## config.mk

```make
export PLATFORM = sky130hd
export DESIGN_NAME = dmem_arbiter
export DESIGN_NICKNAME = d
export VERILOG_FILES = /design/src/rtl/dmem_arbiter.sv
export SDC_FILE = /design/constraint.sdc
export NUM_CORES = 1
export LEC_CHECK = 0
export CORE_ASPECT_RATIO = 0.5
export CORE_UTILIZATION = 34
export DETAILED_ROUTE_END_ITERATION = 6
export PLACE_DENSITY_LB_ADDON = 0.12
export SLEW_MARGIN = 10
export SYNTH_ARGS = -nofsm -noshare
export SYNTH_HDL_FRONTEND = slang
export SYNTH_SLANG_ARGS = --single-unit
export TNS_END_PERCENT = 20
```

## constraint.sdc

```tcl
create_clock -name clk -period 1.55 [get_ports clk]
set_input_delay 0.31 -clock clk [delete_from_list [all_inputs] [get_ports clk]]
set_output_delay 0.31 -clock clk [all_outputs]
set_load 0.005 [all_outputs]
```

## src/rtl/dmem_arbiter.sv

```systemverilog
// Two-port round-robin arbiter/sequencer in front of a single-port,
// synchronous-read data memory. One transaction is in flight at a time:
// grant in IDLE, one memory cycle in ACCESS, an optional READ capture
// cycle, then a held response in RESP until the owner consumes it.
module dmem_arbiter #(
  parameter int ADDR_W = 32,
  parameter int DATA_W = 32
) (
  input  logic              clk,
  input  logic              reset_n,
  // requester 0: core load/store path
  input  logic              m0_req_valid,
  output logic              m0_req_ready,
  input  logic              m0_req_we,
  input  logic [ADDR_W-1:0] m0_req_addr,
  input  logic [DATA_W-1:0] m0_req_wdata,
  output logic              m0_rsp_valid,
  output logic [DATA_W-1:0] m0_rsp_rdata,
  input  logic              m0_rsp_ready,
  // requester 1: program-loader/debug path
  input  logic              m1_req_valid,
  output logic              m1_req_ready,
  input  logic              m1_req_we,
  input  logic [ADDR_W-1:0] m1_req_addr,
  input  logic [DATA_W-1:0] m1_req_wdata,
  output logic              m1_rsp_valid,
  output logic [DATA_W-1:0] m1_rsp_rdata,
  input  logic              m1_rsp_ready,
  // memory side
  output logic              mem_en,
  output logic              mem_we,
  output logic [ADDR_W-1:0] mem_addr,
  output logic [DATA_W-1:0] mem_wdata,
  input  logic [DATA_W-1:0] mem_rdata
);

  typedef enum logic [1:0] {IDLE, ACCESS, READ, RESP} state_t;

  state_t            state;
  logic              prio;     // port preferred when both request
  logic              owner;    // port that owns the in-flight transaction
  logic [DATA_W-1:0] rdata_q;  // response data for the owner

  logic              any_valid;
  logic              grant;
  logic              sel_we;
  logic [ADDR_W-1:0] sel_addr;
  logic [DATA_W-1:0] sel_wdata;
  logic              owner_rsp_ready;

  // Choose the grant candidate and mux its request fields.
  always_comb begin
    any_valid = m0_req_valid | m1_req_valid;
    // With a single requester it wins outright; with two, prio decides.
    if (m0_req_valid && m1_req_valid) grant = prio;
    else                              grant = m1_req_valid;
    sel_we          = grant ? m1_req_we    : m0_req_we;
    sel_addr        = grant ? m1_req_addr  : m0_req_addr;
    sel_wdata       = grant ? m1_req_wdata : m0_req_wdata;
    owner_rsp_ready = owner ? m1_rsp_ready : m0_rsp_ready;
  end

  // Ready is combinational in IDLE and forced low while reset is asserted,
  // so only the granted port ever sees it.
  assign m0_req_ready = reset_n && (state == IDLE) && m0_req_valid && !grant;
  assign m1_req_ready = reset_n && (state == IDLE) && m1_req_valid &&  grant;

  // Response data is visible only on the port holding a valid response.
  assign m0_rsp_rdata = m0_rsp_valid ? rdata_q : '0;
  assign m1_rsp_rdata = m1_rsp_valid ? rdata_q : '0;

  // Sequencer FSM with registered memory and response-valid outputs.
  always_ff @(posedge clk or negedge reset_n) begin
    if (!reset_n) begin
      state        <= IDLE;
      prio         <= 1'b0;
      owner        <= 1'b0;
      rdata_q      <= '0;
      mem_en       <= 1'b0;
      mem_we       <= 1'b0;
      mem_addr     <= '0;
      mem_wdata    <= '0;
      m0_rsp_valid <= 1'b0;
      m1_rsp_valid <= 1'b0;
    end else begin
      case (state)
        IDLE: begin
          if (any_valid) begin
            // Handshake edge: latch the request straight into the memory
            // drive registers so ACCESS presents it for exactly one cycle.
            owner     <= grant;
            prio      <= ~grant;
            mem_en    <= 1'b1;
            mem_we    <= sel_we;
            mem_addr  <= sel_addr;
            mem_wdata <= sel_wdata;
            state     <= ACCESS;
          end
        end
        ACCESS: begin
          mem_en    <= 1'b0;
          mem_we    <= 1'b0;
          mem_addr  <= '0;
          mem_wdata <= '0;
          if (mem_we) begin
            // Writes answer immediately with zero data.
            rdata_q <= '0;
            if (owner) m1_rsp_valid <= 1'b1;
            else       m0_rsp_valid <= 1'b1;
            state <= RESP;
          end else begin
            state <= READ;
          end
        end
        READ: begin
          rdata_q <= mem_rdata;
          if (owner) m1_rsp_valid <= 1'b1;
          else       m0_rsp_valid <= 1'b1;
          state <= RESP;
        end
        RESP: begin
          if (owner_rsp_ready) begin
            m0_rsp_valid <= 1'b0;
            m1_rsp_valid <= 1'b0;
            state        <= IDLE;
          end
        end
        default: state <= IDLE;
      endcase
    end
  end

endmodule
```

=== Yosys cells after proc, flatten, opt, wreduce, memory -nomap -nowiden ===
Index checks and enable logic that the tools add are counted.

* Divide/modulo/power cells: 0
* Magnitude comparators: 0
* Eq/ne operators: 6
* Shift-type cells: 0
* $add $sub $neg: 0
* Mux-type cells: 28
* Multipliers: 0
* Reductions and logical operators: 16
* Bitwise gates (word level): 2

{| class="wikitable"
|+ Operator list
! kind !! number
|-
| $mux 32 || 7
|-
| $pmux 32 s2 || 3
|-
| $mux 1 || 11
|-
| $pmux 2 s4 || 1
|-
| $reduce_and 2->1 || 4
|-
| $logic_and 1x1->1 || 6
|-
| $ne 2x2->1 const B || 3
|-
| $pmux 1 s3 || 2
|-
| $eq 2x2->1 const B || 2
|-
| $mux 2 || 2
|-
| $pmux 1 s2 || 2
|-
| $reduce_bool 2->1 || 2
|-
| $reduce_and 3->1 || 1
|-
| $reduce_bool 3->1 || 1
|-
| $eq 2x1->1 const B || 1
|-
| $logic_not 2->1 || 1
|-
| $logic_not 1->1 || 1
|-
| $not 1->1 || 1
|-
| $or 1x1->1 || 1
|}

* Input port bits: 168
* Flip-flop bits (word level): 104
* ROM bits: 0
* Output and inout port bits: 134
* Memories kept: 0
* Logic and storage cells: 62
* Latch bits: 0
* RAM bits: 0

=== Longest topological paths before layout ===
* Word-level depth: 5
* Depth in mapped cells: 9

=== Worst setup path before layout ===
OpenSTA, ideal clock, no wires.

* Kind: register -> register
* Start: register state[0]
* End: register mem_en
* Setup time: 126 ps
* Clock period less this slack: 1608 ps
* Stages on the path, launching flop included: 9
* Setup slack: -58 ps
* Arrival: 1481 ps
* Cells stage by stage: dfrtp_1 > inv_1 > ha_1 > buf_2 > nor2_1 > a21o_1 > buf_2 > buf_2 > o21ai_0

* Word-level cells in the longest chain between the ends: 3
* Elaborated cells on any way between the ends: 6
* Classes of those cells: eq/ne: 2; mux: 1; reduce/logical: 3

{| class="wikitable"
|+ RTL lines
! what !! RTL line !! source
|-
| start: declaration || 39 || <nowiki>state_t state;</nowiki>
|-
| start signal: assignment || 75 || <nowiki>state <= IDLE;</nowiki>
|-
| start signal: assignment || 97 || <nowiki>state <= ACCESS;</nowiki>
|-
| start signal: assignment || 110 || <nowiki>state <= RESP;</nowiki>
|-
| $eq 2x1->1 or $logic_not 2->1 (tied branches) || 86 || <nowiki>case (state)</nowiki>
|-
| $reduce_bool 2->1 (no line) or $ne 2x2->1 (tied branches) || - ||
|-
| $reduce_and 2->1 (no line) || - ||
|-
| end signal: assignment || 79 || <nowiki>mem_en <= 1'b0;</nowiki>
|-
| end signal: assignment || 93 || <nowiki>mem_en <= 1'b1;</nowiki>
|-
| end signal: assignment || 101 || <nowiki>mem_en <= 1'b0;</nowiki>
|-
| end: declaration || 30 || <nowiki>output logic mem_en,</nowiki>
|}

Several ways; a longest one is shown, not always the timed one.
A chain may end at the register's enable or synchronous reset.

=== Worst setup path in the final report ===
* Start: register m0_rsp_valid
* End: output port m0_rsp_rdata[1]

* Word-level cells in the longest chain between the ends: 1

{| class="wikitable"
|+ RTL lines
! what !! RTL line !! source
|-
| start: declaration || 17 || <nowiki>output logic m0_rsp_valid,</nowiki>
|-
| start signal: assignment || 83 || <nowiki>m0_rsp_valid <= 1'b0;</nowiki>
|-
| start signal: assignment || 109 || <nowiki>else m0_rsp_valid <= 1'b1;</nowiki>
|-
| start signal: assignment || 118 || <nowiki>else m0_rsp_valid <= 1'b1;</nowiki>
|-
| $mux 32 || 69 || <nowiki>assign m0_rsp_rdata = m0_rsp_valid ? rdata_q : '0;</nowiki>
|-
| end: declaration || 18 || <nowiki>output logic [DATA_W-1:0] m0_rsp_rdata,</nowiki>
|}

No other way between the ends.

==> results.md <==
- Detailed Place HPWL: 11.07 mm
- Detailed route wirelength on metal2: 8.757 mm
- Top routing layer in use: met4
- Share of the cycle needed by the critical path after routing: 110.9%
- Pin slew with the least headroom to its limit: 0.5702 ns
- TritonCTS Sinks: 104
- Total Wirelength: 16.93 mm
- R2R Setup Slk: -0.09 ns
- Type of the most critical hold path: primary input to asynchronous set/reset pin
- Overall power: 0.01789 W
- Data arrival at the endpoint of the critical path: 1.41 ns
- Setup-violating endpoint count in the final report: 164
- Part of the Yosys area used for sequential elements: 52.26%
- Cells on worst reg2reg path: 5
- Clock tree from TritonCTS: yes
- Number of global-route vias before repair: 4789
- Synthesized net count: 643
- Core Area: 13930 um2
- Routed wire length per instance: 16.76 um
- Pin count of the biggest net entering global routing: 105
- Final-layout setup total negative slack: -10.28 ns
- Die Outline Area: 15160 um2
- CP Class: register to primary output
- Most used flip-flop cell after synthesis: sky130_fd_sc_hd__dfrtp_1
- Top cell type by total area after synthesis: sky130_fd_sc_hd__dfrtp_1
- Number of H-tree branching levels: 3
- Distinct cell type count after synthesis: 27
- Peak VDD IR: 0.8498 mV
- Final worst clock skew: 0.007346 ns
- Max Clock Freq: 0.5818 GHz
- Maximum clock insertion buffer count: 2
- Number of inserted diodes: 0
- Number of remaining DRC errors: 0
- Syn Inst Count: 469
- # Max-Cap Violations: 0
- Number of CTS-inserted buffers: 9
- Top-area cell type share of the netlist area: 52.26%
- Most common cell in the netlist: sky130_fd_sc_hd__dfrtp_1
- Top cells by count, synth: 104 x sky130_fd_sc_hd__dfrtp_1, 67 x sky130_fd_sc_hd__mux2i_1, 67 x sky130_fd_sc_hd__nand2_1
- Clk Latency, worst-skew pair: 0.34 ns
- Synth top area cells: sky130_fd_sc_hd__dfrtp_1 52%, sky130_fd_sc_hd__mux2i_1 13%, sky130_fd_sc_hd__and2_1 8.2%, sky130_fd_sc_hd__a22o_1 5.8%, sky130_fd_sc_hd__nand2_1 5.1%
- First-iteration detailed-routing DRC count: 230
- Vertical extent of the die: 87.58 um
- Iteration count of the initial detailed-routing pass: 4
- Routability Congestion: 0.7463
- Hold bufs inserted after CTS: 0
- I/O Buffers: 301
- Count of pins over their slew limit: 0
- Initial Util: 35.76%
- Synthesized area per cell: 10.62 um2
- Die width: 173.2 um
- Critical Path End Type: primary output
- Placed instance count: 959
- Launch point of the worst path: m0_rsp_valid
- Share of flip-flops with an asynchronous set or reset: 100.0%
- Capturing instance or port of the critical path: m0_rsp_rdata[1]
- Max Fanout on Critical Path: 7
- Endpoint of the lowest-slack register-to-register path: mem_addr[1]
- Overall track demand over capacity in global routing: 22.33%
- First-pass GRT wire length: 26.01 mm
- Cell area after technology mapping: 4980 um2
- Remaining number of nets flagged by the antenna check after routing: 0
- Total congestion overflow: 0
- Final Instance Count excl. Fillers: 1010
- Power density over cell area: 1899 nW/um2
- Critical path data required time: 1.24 ns
- EDFF count, synth: 0
- Startpoint of the most critical register-to-register path: state[0]
- CP startpoint kind: register
- Setup repair after global routing missed its margin: yes
- I/O pin count: 302
- Routed vias/inst: 4.698
- Share of final-layout standard cells stronger than drive strength 1: 26.89%
- Number of nets at the end of the flow: 987
- Clock-pin slew on the worst setup and hold paths: 0.07 ns
- Failing checks: negative setup slack
- Max transition margin: 61.99%
- Setup slack of the critical path after layout: -0.1687 ns
- Total of warnings raised by yosys: 0
- LEAKAGE: 5.045 nW
- Antenna violations before repair: 0
- Vias after detailed routing: 4745
- Number of synthesized register bits: 104
- Clock Root Buffer: sky130_fd_sc_hd__clkbuf_16
- Count of standard-cell rows: 30
- Layout Area Growth over Synthesis: 89.22%
- Final critical-path required period: 1.719 ns
- Status: complete, but fails checks
- Wire length on met1: 7.086 mm
- Count of endpoints failing hold in the final timing report: 0
- Total met3 wirelength after detailed routing: 835 um
[area by class of cell]
cell class,count,area (um2)
Clock inverter,6,67.56
Clock buffer,10,229.0
Sequential cell,104,2606
Fill cell,1116,4503
Timing Repair Buffer,367,3861
Multi-Input combinational cell,327,2404
Inverter,4,15.01
Tap cell,192,240.2
[what timing repair did]
action / in CTS / in global routing
setup endpoints to repair: 182 / 209
pin swaps: 23 / 7
cloned: 10 / 2
buffers inserted: 25 / 2
gates resized for setup: 259 / 173
[cell families (layout without fill, tap and decap cells)]
| family | Yosys count | in the layout | share of synthesized area [%] |
|---|---|---|---|
| AND/OR/NAND/NOR | 141 | 141 | 14.27 |
| AO/OA/AOI/OAI | 111 | 111 | 13.95 |
| flip-flops | 104 | 104 | 52.26 |
| multiplexers | 68 | 69 | 13.69 |
| buffers and inverters | 39 | 387 | 4.321 |
| adder cells (fa/ha/maj) | 6 | 6 | 1.507 |
[power breakdown]
| group | total (W) | switching [W] | internal [W] |
|---|---|---|---|
| combinational | 0.0107 | 0.00421 | 0.00650 |
| sequential | 0.00490 | 0.000859 | 0.00404 |
| clock | 0.00228 | 0.00102 | 0.00126 |
| total | 0.0179 | 0.00609 | 0.0118 |
[cell usage in the layout (no fill, tap or decap), types with 2 or more instances in the layout]
| cell | synthesis | final |
|---|---|---|
| sky130_fd_sc_hd__dfrtp_2 | 0 | 3 |
| sky130_fd_sc_hd__inv_2 | 1 | 4 |
| sky130_fd_sc_hd__buf_2 | 7 | 10 |
| sky130_fd_sc_hd__ha_1 | 6 | 3 |
| sky130_fd_sc_hd__a22o_1 | 33 | 33 |
| sky130_fd_sc_hd__ha_4 | 0 | 3 |
| sky130_fd_sc_hd__buf_16 | 0 | 7 |
| sky130_fd_sc_hd__nor2_1 | 3 | 3 |
| sky130_fd_sc_hd__buf_12 | 0 | 16 |
| sky130_fd_sc_hd__dlymetal6s2s_1 | 0 | 40 |
| sky130_fd_sc_hd__o21ai_1 | 50 | 65 |
| sky130_fd_sc_hd__buf_6 | 5 | 43 |
| sky130_fd_sc_hd__mux2i_4 | 0 | 2 |
| sky130_fd_sc_hd__clkdlybuf4s50_1 | 0 | 177 |
| sky130_fd_sc_hd__dfrtp_1 | 104 | 101 |
| sky130_fd_sc_hd__a21oi_1 | 6 | 5 |
| sky130_fd_sc_hd__mux2i_1 | 67 | 66 |
| sky130_fd_sc_hd__inv_6 | 0 | 2 |
| sky130_fd_sc_hd__buf_4 | 6 | 26 |
| sky130_fd_sc_hd__clkinvlp_4 | 0 | 2 |
| sky130_fd_sc_hd__and2_1 | 65 | 16 |
| sky130_fd_sc_hd__clkbuf_2 | 0 | 30 |
| sky130_fd_sc_hd__nand2_1 | 67 | 66 |
| sky130_fd_sc_hd__and2_4 | 0 | 49 |
| sky130_fd_sc_hd__clkbuf_16 | 0 | 11 |
| sky130_fd_sc_hd__dlygate4sd2_1 | 0 | 15 |
| sky130_fd_sc_hd__a31oi_1 | 2 | 2 |
| sky130_fd_sc_hd__nor2b_4 | 0 | 2 |
[how the worst min path moves through the flow]
stage,startpoint,endpoint,slack [ns],cells after the start
5_1_grt,reset_n,mem_wdata[22],0.1,2
2_1_floorplan,reset_n,m0_rsp_valid,0.01,0
4_1_cts,reset_n,mem_wdata[28],0.1,2
3_5_place_dp,mem_wdata[23],mem_wdata[23],0.47,2
3_3_place_gp,mem_wdata[16],mem_wdata[16],0.46,2
6_report,reset_n,mem_addr[3],0.07,2
[per-layer routing]
metal | up-vias | global-route usage (%)
met5 | - | 0
met3 | 20 | 5.382
met4 | 0 | 5.712
met1 | 2250 | 26.74
li1 | 2312 | -
met2 | 163 | 41.06
[registers in the layout (all words and copies together), names as in the netlist]
name / flops
owner: 1
prio: 1
mem_we: 1
mem_wdata: 32
mem_addr: 32
mem_en: 1
rdata_q: 32
m1_rsp_valid: 1
state: 2
m0_rsp_valid: 1
[critical path: stages (launching register included)]
cell and delay [ns]:
sky130_fd_sc_hd__dfrtp_2 0.44, sky130_fd_sc_hd__buf_12 0.13, sky130_fd_sc_hd__buf_12 0.12, sky130_fd_sc_hd__buf_6 0.12, sky130_fd_sc_hd__and2_4 0.15, sky130_fd_sc_hd__buf_6 0.11
[through the flow]
stage	hold WS, ns	setup WS, ns	utilization [%]	cell area [um2]
after global routing	0.09964	-0.2029	67.66	9423
after floorplan	0.01441	-0.006822	-	5000
after detailed placement	0.4693	-0.5405	60.28	8394
after global placement	0.4628	-0.5098	60.28	8394
final	0.06832	-0.1687	67.66	9423
after CTS	0.09812	-0.2493	66.47	9256
Power figures use the tool's default switching activity.
